[config.mk]
export PLATFORM = sky130hd
export DESIGN_NAME = svm_classifier_flat
export DESIGN_NICKNAME = d
export VERILOG_FILES = /design/src/rtl/svm_classifier_pkg.sv /design/src/rtl/svm_classifier_if.sv /design/src/rtl/svm_classifier_sv_mac.sv /design/src/rtl/svm_classifier.sv /design/src/flat_wrapper.sv
export SDC_FILE = /design/constraint.sdc
export NUM_CORES = 1
export LEC_CHECK = 0
export ABC_AREA = 1
export BUFFER_PORTS_ARGS = -buffer_cell sky130_fd_sc_hd__buf_2
export CORE_AREA = 4 4 310 312
export DETAILED_ROUTE_END_ITERATION = 8
export DIE_AREA = 0 0 314 316
export GPL_TIMING_DRIVEN = 0
export SYNTH_ARGS = -nofsm -noshare
export SYNTH_HDL_FRONTEND = slang
export SYNTH_HIERARCHICAL = 1
export SYNTH_SLANG_ARGS = --single-unit
[constraint.sdc]
create_clock -name clk -period 17 [get_ports clk]
set_input_delay 1.7 -clock clk [delete_from_list [all_inputs] [get_ports clk]]
set_output_delay 1.7 -clock clk [all_outputs]
set_load 0.005 [all_outputs]
[src/rtl/svm_classifier_pkg.sv]
// Shared types and constants for the linear-kernel SVM classifier.
// Imported by the interface, the MAC datapath and the top level.
package svm_classifier_pkg;

  localparam int XW       = 9;
  localparam int ACCW     = 32;
  localparam int N_SV_DEF = 16;
  localparam int CW       = 5;

  localparam logic [1:0] Y_POS = 2'b01;
  localparam logic [1:0] Y_NEG = 2'b11;

  typedef enum logic [1:0] {
    LOAD,
    READY,
    MAC,
    RESULT
  } state_t;

  typedef struct packed {
    logic [XW-1:0] x;
    logic [1:0]    y;
    logic [XW-1:0] alpha;
  } sv_entry_t;

endpackage

[src/rtl/svm_classifier_if.sv]
// Support-vector stream, test-sample handshake and result bundle.
// The master side is the producer/consumer around the classifier.
interface svm_classifier_if;
  import svm_classifier_pkg::*;

  logic                   sv_clear;
  logic                   sv_valid;
  logic                   sv_last;
  logic [XW-1:0]          x_sv;
  logic [1:0]             y_sv;
  logic [XW-1:0]          alpha_sv;
  logic                   sv_done;
  logic [CW-1:0]          sv_count;
  logic                   sv_overflow;
  logic signed [ACCW-1:0] bias;
  logic [XW-1:0]          x_test;
  logic                   test_valid;
  logic                   test_ready;
  logic                   result_valid;
  logic [1:0]             y_out;
  logic signed [ACCW-1:0] score;

  modport master (
    output sv_clear, sv_valid, sv_last,
    output x_sv, y_sv, alpha_sv,
    output bias, x_test, test_valid,
    input  sv_done, sv_count, sv_overflow,
    input  test_ready, result_valid,
    input  y_out, score
  );

  modport slave (
    input  sv_clear, sv_valid, sv_last,
    input  x_sv, y_sv, alpha_sv,
    input  bias, x_test, test_valid,
    output sv_done, sv_count, sv_overflow,
    output test_ready, result_valid,
    output y_out, score
  );

endinterface

[src/rtl/svm_classifier_sv_mac.sv]
// One multiply-accumulate step: acc +/- alpha*x*x_test by label.
// Labels 00 and 10 are not support classes and leave acc unchanged.
module svm_classifier_sv_mac
  import svm_classifier_pkg::*;
(
  input  sv_entry_t              ent,
  input  logic [XW-1:0]          xt,
  input  logic signed [ACCW-1:0] acc_in,
  output logic signed [ACCW-1:0] acc_out
);

  logic [3*XW-1:0]        term;
  logic signed [ACCW-1:0] term_s;

  always_comb begin
    term = (3*XW)'(ent.alpha)
         * (3*XW)'(ent.x)
         * (3*XW)'(xt);
    term_s = signed'(ACCW'(term));
    acc_out = acc_in;
    unique case (1'b1)
      ent.y == Y_POS: acc_out = acc_in + term_s;
      ent.y == Y_NEG: acc_out = acc_in - term_s;
      default:        acc_out = acc_in;
    endcase
  end

endmodule

[src/rtl/svm_classifier.sv]
// SVM classifier top: support-vector buffer, control FSM and result regs.
// Sums one buffered entry per cycle into a score seeded with the bias.
module svm_classifier
  import svm_classifier_pkg::*;
#(
  parameter int N_SV = N_SV_DEF
) (
  input logic             clk,
  input logic             resetn,
  svm_classifier_if.slave bus
);

  localparam int AW = $clog2(N_SV);

  state_t                 state;
  sv_entry_t              sv_mem [N_SV];
  logic [CW-1:0]          wr_ptr;
  logic [CW-1:0]          idx;
  logic [XW-1:0]          xt;
  logic signed [ACCW-1:0] acc;
  logic signed [ACCW-1:0] acc_nxt;
  logic                   full;
  logic                   wr_en;

  assign full  = wr_ptr >= CW'(N_SV);
  assign wr_en = (state == LOAD) && !bus.sv_clear
              && bus.sv_valid && !full;
  assign bus.sv_count = wr_ptr;

  // Buffer storage needs no reset; wr_ptr alone defines what is valid.
  always_ff @(posedge clk) begin
    if (wr_en) begin
      sv_mem[wr_ptr[AW-1:0]] <= '{
        x:     bus.x_sv,
        y:     bus.y_sv,
        alpha: bus.alpha_sv
      };
    end
  end

  svm_classifier_sv_mac u_mac (
    .ent    (sv_mem[idx[AW-1:0]]),
    .xt     (xt),
    .acc_in (acc),
    .acc_out(acc_nxt)
  );

  always_ff @(posedge clk or negedge resetn) begin
    if (!resetn) begin
      state            <= LOAD;
      wr_ptr           <= '0;
      idx              <= '0;
      xt               <= '0;
      acc              <= '0;
      bus.sv_done      <= 1'b0;
      bus.sv_overflow  <= 1'b0;
      bus.test_ready   <= 1'b0;
      bus.result_valid <= 1'b0;
      bus.y_out        <= '0;
      bus.score        <= '0;
    end else begin
      bus.result_valid <= 1'b0;
      if (bus.sv_clear) begin
        state           <= LOAD;
        wr_ptr          <= '0;
        bus.sv_done     <= 1'b0;
        bus.sv_overflow <= 1'b0;
        bus.test_ready  <= 1'b0;
      end else begin
        unique case (state)
          LOAD: begin
            if (bus.sv_valid) begin
              if (!full) wr_ptr <= wr_ptr + CW'(1);
              else       bus.sv_overflow <= 1'b1;
            end
            if (bus.sv_last) begin
              state          <= READY;
              bus.sv_done    <= 1'b1;
              bus.test_ready <= 1'b1;
            end
          end
          READY: begin
            if (bus.test_valid) begin
              xt             <= bus.x_test;
              acc            <= bus.bias;
              idx            <= '0;
              bus.test_ready <= 1'b0;
              state <= (wr_ptr == '0) ? RESULT : MAC;
            end
          end
          MAC: begin
            acc <= acc_nxt;
            idx <= idx + CW'(1);
            if (idx == wr_ptr - CW'(1)) state <= RESULT;
          end
          RESULT: begin
            bus.result_valid <= 1'b1;
            bus.score        <= acc;
            bus.y_out        <= acc[ACCW-1] ? Y_NEG : Y_POS;
            bus.test_ready   <= 1'b1;
            state            <= READY;
          end
          default: state <= LOAD;
        endcase
      end
    end
  end

endmodule

[src/flat_wrapper.sv]
// flat-port wrapper written by rule: the top's interface ports become plain ports
module svm_classifier_flat import svm_classifier_pkg::*;
#(
  parameter int N_SV = N_SV_DEF
)
  (clk, resetn, bus_sv_clear, bus_sv_valid, bus_sv_last, bus_x_sv, bus_y_sv, bus_alpha_sv, bus_bias, bus_x_test, bus_test_valid, bus_sv_done, bus_sv_count, bus_sv_overflow, bus_test_ready, bus_result_valid, bus_y_out, bus_score);
  svm_classifier_if bus_i ();
  input logic clk;
  input logic resetn;
  input wire logic [$bits(bus_i.sv_clear)-1:0] bus_sv_clear;
  input wire logic [$bits(bus_i.sv_valid)-1:0] bus_sv_valid;
  input wire logic [$bits(bus_i.sv_last)-1:0] bus_sv_last;
  input wire logic [$bits(bus_i.x_sv)-1:0] bus_x_sv;
  input wire logic [$bits(bus_i.y_sv)-1:0] bus_y_sv;
  input wire logic [$bits(bus_i.alpha_sv)-1:0] bus_alpha_sv;
  input wire logic [$bits(bus_i.bias)-1:0] bus_bias;
  input wire logic [$bits(bus_i.x_test)-1:0] bus_x_test;
  input wire logic [$bits(bus_i.test_valid)-1:0] bus_test_valid;
  output wire logic [$bits(bus_i.sv_done)-1:0] bus_sv_done;
  output wire logic [$bits(bus_i.sv_count)-1:0] bus_sv_count;
  output wire logic [$bits(bus_i.sv_overflow)-1:0] bus_sv_overflow;
  output wire logic [$bits(bus_i.test_ready)-1:0] bus_test_ready;
  output wire logic [$bits(bus_i.result_valid)-1:0] bus_result_valid;
  output wire logic [$bits(bus_i.y_out)-1:0] bus_y_out;
  output wire logic [$bits(bus_i.score)-1:0] bus_score;
  assign bus_i.sv_clear = bus_sv_clear;
  assign bus_i.sv_valid = bus_sv_valid;
  assign bus_i.sv_last = bus_sv_last;
  assign bus_i.x_sv = bus_x_sv;
  assign bus_i.y_sv = bus_y_sv;
  assign bus_i.alpha_sv = bus_alpha_sv;
  assign bus_i.bias = bus_bias;
  assign bus_i.x_test = bus_x_test;
  assign bus_i.test_valid = bus_test_valid;
  assign bus_sv_done = bus_i.sv_done;
  assign bus_sv_count = bus_i.sv_count;
  assign bus_sv_overflow = bus_i.sv_overflow;
  assign bus_test_ready = bus_i.test_ready;
  assign bus_result_valid = bus_i.result_valid;
  assign bus_y_out = bus_i.y_out;
  assign bus_score = bus_i.score;
  svm_classifier #(.N_SV(N_SV)) u_core (.clk(clk), .resetn(resetn), .bus(bus_i));
endmodule
==> reports/metrics.cfg, run 1 <==
[sta]
worstMarginPinSlew_ns = 0.759
finalClockSkew_ns = 0.0411
maxSlewViolCount = 0
max_freq_mhz = 77.5
slew-limit-headroom_pct = 49.1
fin_crit_ns = 12.90
hold_viol_final = 0
setup_viol_count_final = 0
tns_ns = 0
period_share_pct = 75.9
rsz0062_at_grt = no

[clocking]
cts_tree = yes
clk_latency_ns = 0.60
cts_root_buffer = clkbuf_16
cts-buffers-inserted = 45
h-tree-depth = 2
path_clk_slew_ns = 0.06
clock_path_buffers = 3
holdBufCountCts = 0
cts_sinks = 410
cts_setup_buffers = 0
post_cts_resized = 0

[final_layout]
area_growth_syn_to_layout_pct = 14.4
final_common_cell = nand2_1
diodes = 0
num-fill-cells = 9734
finalNetCount = 3684
finalInstanceArea_sq_um = 31700
drive_above_1_share_pct = 11.3
layout_common_cells = nand2_1, inv_1, nor2_1, edfxtp_1, o21ai_0

[hold_path]
worstHoldPathCells = 2
hold_path.class = register to register

[setup_path]
cp_data_arrival_time_ns = 13.34
crit_slowest_cell = fa_1
path_buf_inv = 11
critPathCaptureType = register
crit_fanout = 10
ff2ff_path_depth = 58
max_stage_delay_ns = 0.56
crit_required_ns = 17.44
path_class = register to register
critPathTopFamily = adder cells
path_common_cell = nand2_1
startpoint_type = register
cp.depth = 58

[global_routing]
grt_overflow = 0
grt_pass1_vias = 21559
grtUsageTotal_pct = 16.0
grt_pass1_wl_microns = 125000
grt_start_max_net_pins = 56
antenna_found_initial = 4

[synth]
ys.flop_type = edfxtp_1
ys_seq_area_share_pct = 42.8
ys_ff_latch = 410
yosys.area_share.adder_pct = 17.5
synth-simple-area-share_pct = 20.1
synth_top_family_by_area = simple AND/OR/NAND/NOR gates
synth_edf_count = 320
synth_nets = 3511
synthXorXnorAreaFrac_pct = 1.17
synthDistinctLibCells = 50
synthMuxAreaShare_pct = 0.366
synth_cells = 3154
synth-compound-area-share_pct = 9.20
synth-warning-count = 6
synth_area_per_cell_sq_um = 8.79
syn_area_sq_um = 27700
synth-async-reset-ratio_pct = 22.0

[placement]
portBuffers = 109
routabilityCongestion = 0.899
placed_cell_area_sq_um = 30300
dp_hpwl_microns = 60200

[die]
start_util_pct = 29.8
die_x_microns = 314
core_area_sq_um = 93000
ios = 110
fp.dieH_microns = 316
die-area_sq_um = 99200
num_rows = 112

[detailed_routing]
routed_wl_microns = 79900
wl_per_cell_microns = 17.3
first_pass_iters = 5
drt_iter0_drc = 1768
num_vias = 22041
antenna_left = 0
via_per_inst = 4.77
drc_errors = 0

[status]
outcome = finished, final reports clean

[flow_run]
drv_cap = 0

[tightest hold or removal path: stages, from the launching register on]
cell	delay, ns
dfrtp_1	0.34
nand2_1	0.05
nand2_1	0.05
[registers in the layout, indices dropped and copies added (netlist names)]
name,cells
u_core/bus.test_ready,1
u_core/bus.y_out,2
u_core/xt,9
u_core/bus.sv_done,1
u_core/state,2
u_core/acc,32
u_core/bus.result_valid,1
u_core/bus.sv_count,5
u_core/idx,5
u_core/bus.sv_overflow,1
u_core/sv_mem,320
u_core/bus.score,31
[cell usage after synthesis, drive strengths merged, types with 41 or more instances]
master | n | area, sq um
a21oi | 80 | 400
a31oi | 41 | 257
buf | 68 | 413
clkbuf | 68 | 256
dfrtp | 90 | 2250
edfxtp | 320 | 9610
fa | 164 | 3280
ha | 126 | 1580
inv | 471 | 1770
nand2 | 755 | 2890
nand3 | 135 | 716
nor2 | 396 | 1550
o21ai | 215 | 1080
o22ai | 50 | 313
[area by class of cell]
type,count,area (sq um),share of cell area (%)
plain buffers,136,669,2.11
clock buffers,56,1180,3.71
clock inverters,26,283,0.891
inverters,475,1790,5.64
multi-input cells,2133,13400,42.4
flip-flops and latches,410,11900,37.4
well taps,1254,1570,4.95
repair buffers,126,928,2.93
[per-layer routing]
metal	up-vias	GRT usage (%)	routed length [microns]
li1	10588	-	-
met1	10687	22.6	36900
met2	668	26.3	36600
met3	92	2.50	5300
met4	6	2.89	1120
met5	-	0	46
[stage by stage]
step                setup slack (ns)  util (%)  std cells  hold slack (ns)
floorplan                       6.47         -       3154            0.465
global placement                4.34      32.1       4517            0.449
detailed placement              4.26      32.5       4534            0.453
CTS                             4.20      34.1       4616            0.469
global route                    3.25      34.1       4616            0.476
finish                          4.10      34.1       4616            0.465
[final timing paths]
path	startpoint	endpoint	slack, ns
worst max register to register	u_core/idx[1]	u_core/acc[30]	4.10
worst min-delay path	u_core/bus.score[25]	u_core/bus.score[25]	0.46
max in group asynchronous	resetn	u_core/bus.sv_count[3]	15.21
worst min register to register	u_core/bus.score[25]	u_core/bus.score[25]	0.46
worst max-delay path	u_core/idx[1]	u_core/acc[30]	4.10
min in group asynchronous	resetn	u_core/bus.score[5]	1.09
[logic make-up (layout without fill, tap and decap cells)]
group / Yosys count / after routing
muxes: 9 / 9
DFF: 410 / 410
buffers and inverters: 611 / 819
adders and majority gates: 290 / 290
AOI/OAI and AO/OA: 447 / 447
and+or+nand+nor: 1350 / 1350
xor gates and xnor gates: 37 / 37
Power of run 1 is left out: the tool's default activity adds up to more than one toggle a clock period on the data nets, which glitch-free logic cannot reach.
==> run 2: changes to the inputs <==
==> constraint.sdc (replaced) <==
create_clock -name clk -period 12.3 [get_ports clk]
set_input_delay 1.23 -clock clk [delete_from_list [all_inputs] [get_ports clk]]
set_output_delay 1.23 -clock clk [all_outputs]
set_load 0.005 [all_outputs]
==> reports/metrics.cfg, run 2 (same netlist as run 1, synthesis figures left out) <==
[status]
outcome = finished, final reports clean

[setup_path]
cp_data_arrival_time_ns = 12.18
critPathTopFamily = adder cells
critPathCaptureType = register
max_stage_delay_ns = 0.56
crit_slowest_cell = fa_1
crit_required_ns = 12.74
path_common_cell = nand2_1
path_class = register to register
startpoint_type = register
crit_fanout = 10
path_buf_inv = 12

[flow_run]
drv_cap = 0

[final_layout]
final_common_cell = nand2_1
largest_reg_flops = 320
instances_no_fill = 4617
finalNetCount = 3685
area_growth_syn_to_layout_pct = 16.4
finalInstanceArea_sq_um = 32300
drive_above_1_share_pct = 14.3
diodes = 0
num-fill-cells = 9656
layout_common_cells = nand2_1, inv_1, nor2_1, edfxtp_1, fa_1

[placement]
dp_hpwl_microns = 60200
dp.cells = 4534
routabilityCongestion = 0.899
portBuffers = 109
pre_cts_ws_ns = -0.438
placed_cell_area_sq_um = 30300

[sta]
slew-limit-headroom_pct = 48.7
finalClockSkew_ns = 0.0415
worstMarginPinSlew_ns = 0.764
fin_ws_ns = 0.558
setup_viol_count_final = 0
max_freq_mhz = 85.2
hold_ws_ns = 0.465
period_share_pct = 95.5
maxSlewViolCount = 0
hold_viol_final = 0
fin_crit_ns = 11.74

[global_routing]
grt_overflow = 0
grtUsageTotal_pct = 16.0
grt_pass1_vias = 21566
grt_use_met2_pct = 26.2
grt_pass1_wl_microns = 125000
grt_start_max_net_pins = 56
grt.busiest_layer = met2
antenna_found_initial = 3
use_met1_pct = 22.7
met3_usage_pct = 2.33

[die]
core_area_sq_um = 93000
die-area_sq_um = 99200
ios = 110
num_rows = 112
fp.dieH_microns = 316
die_x_microns = 314
start_util_pct = 29.8

[clocking]
h-tree-depth = 2
path_clk_slew_ns = 0.06
clk_latency_ns = 0.60
cts_tree = yes
holdBufCountCts = 0
cts_root_buffer = clkbuf_16
clock_path_buffers = 3
cts-buffers-inserted = 45
cts_sinks = 410

[detailed_routing]
antenna_left = 0
drc_errors = 0
routed_wl_microns = 80400
wl_per_cell_microns = 17.4
via_per_inst = 4.82
num_vias = 22247
first_pass_iters = 6
drt_iter0_drc = 1828

[hold_path]
hold_path.class = register to register

[run 2: cell count changes in the layout (fill, tap and decap cells not counted), sizes merged]
cell,previous run,this run
buf,194,210
clkbuf,124,109
[run 2: repair_timing]
action | CTS | global route
gates resized for setup | 16 | 107
setup buffers | 0 | 17
pin swaps | 0 | 27
endpoints found under the setup margin | 10 | 16
[run 2: path summary, 6_finish.rpt]
check                                         endpoint  slack (ns)                  from  cells past startpoint
worst min register to register    u_core/bus.score[25]        0.46  u_core/bus.score[25]                      2
min in group asynchronous          u_core/bus.score[5]        0.62                resetn                      1
worst max register to register          u_core/acc[30]        0.56         u_core/idx[0]                     61
max in group asynchronous       u_core/bus.sv_count[3]       10.98                resetn                      2
worst min-delay path              u_core/bus.score[25]        0.46  u_core/bus.score[25]                      2
worst max-delay path                    u_core/acc[30]        0.56         u_core/idx[0]                     61
[run 2: per-layer routing]
| layer | part of all wire [%] | wire [microns] |
|---|---|---|
| met2 | 46 | 37000 |
| met5 | 0.041 | 33 |
| met1 | 46 | 36700 |
| met3 | 6.9 | 5570 |
| met4 | 1.4 | 1130 |
[run 2: tightest hold or removal path, cell delays in order, from the launching register on]
cell     delay [ns]
dfrtp_1        0.34
nand2_1        0.05
nand2_1        0.05
[run 2: layout make-up]
cell class	count	area [sq um]	share of cell area, %
Clock inverter	26	283	0.876
Buffer	120	639	1.98
Inverter	475	1790	5.54
Timing Repair Buffer	143	1060	3.28
Clock buffer	56	1180	3.65
Tap cell	1254	1570	4.86
Sequential cell	410	11900	36.8
Multi-Input combinational cell	2133	13900	43.1
[run 2: metrics by stage]
step	util [%]	setup TNS [ns]
6_report	34.7	0
4_1_cts	34.1	0
3_5_place_dp	32.5	-1.55
2_1_floorplan	-	0
5_1_grt	34.7	-0.273
3_3_place_gp	32.1	-1.08
Power of run 2 is left out for the same reason.
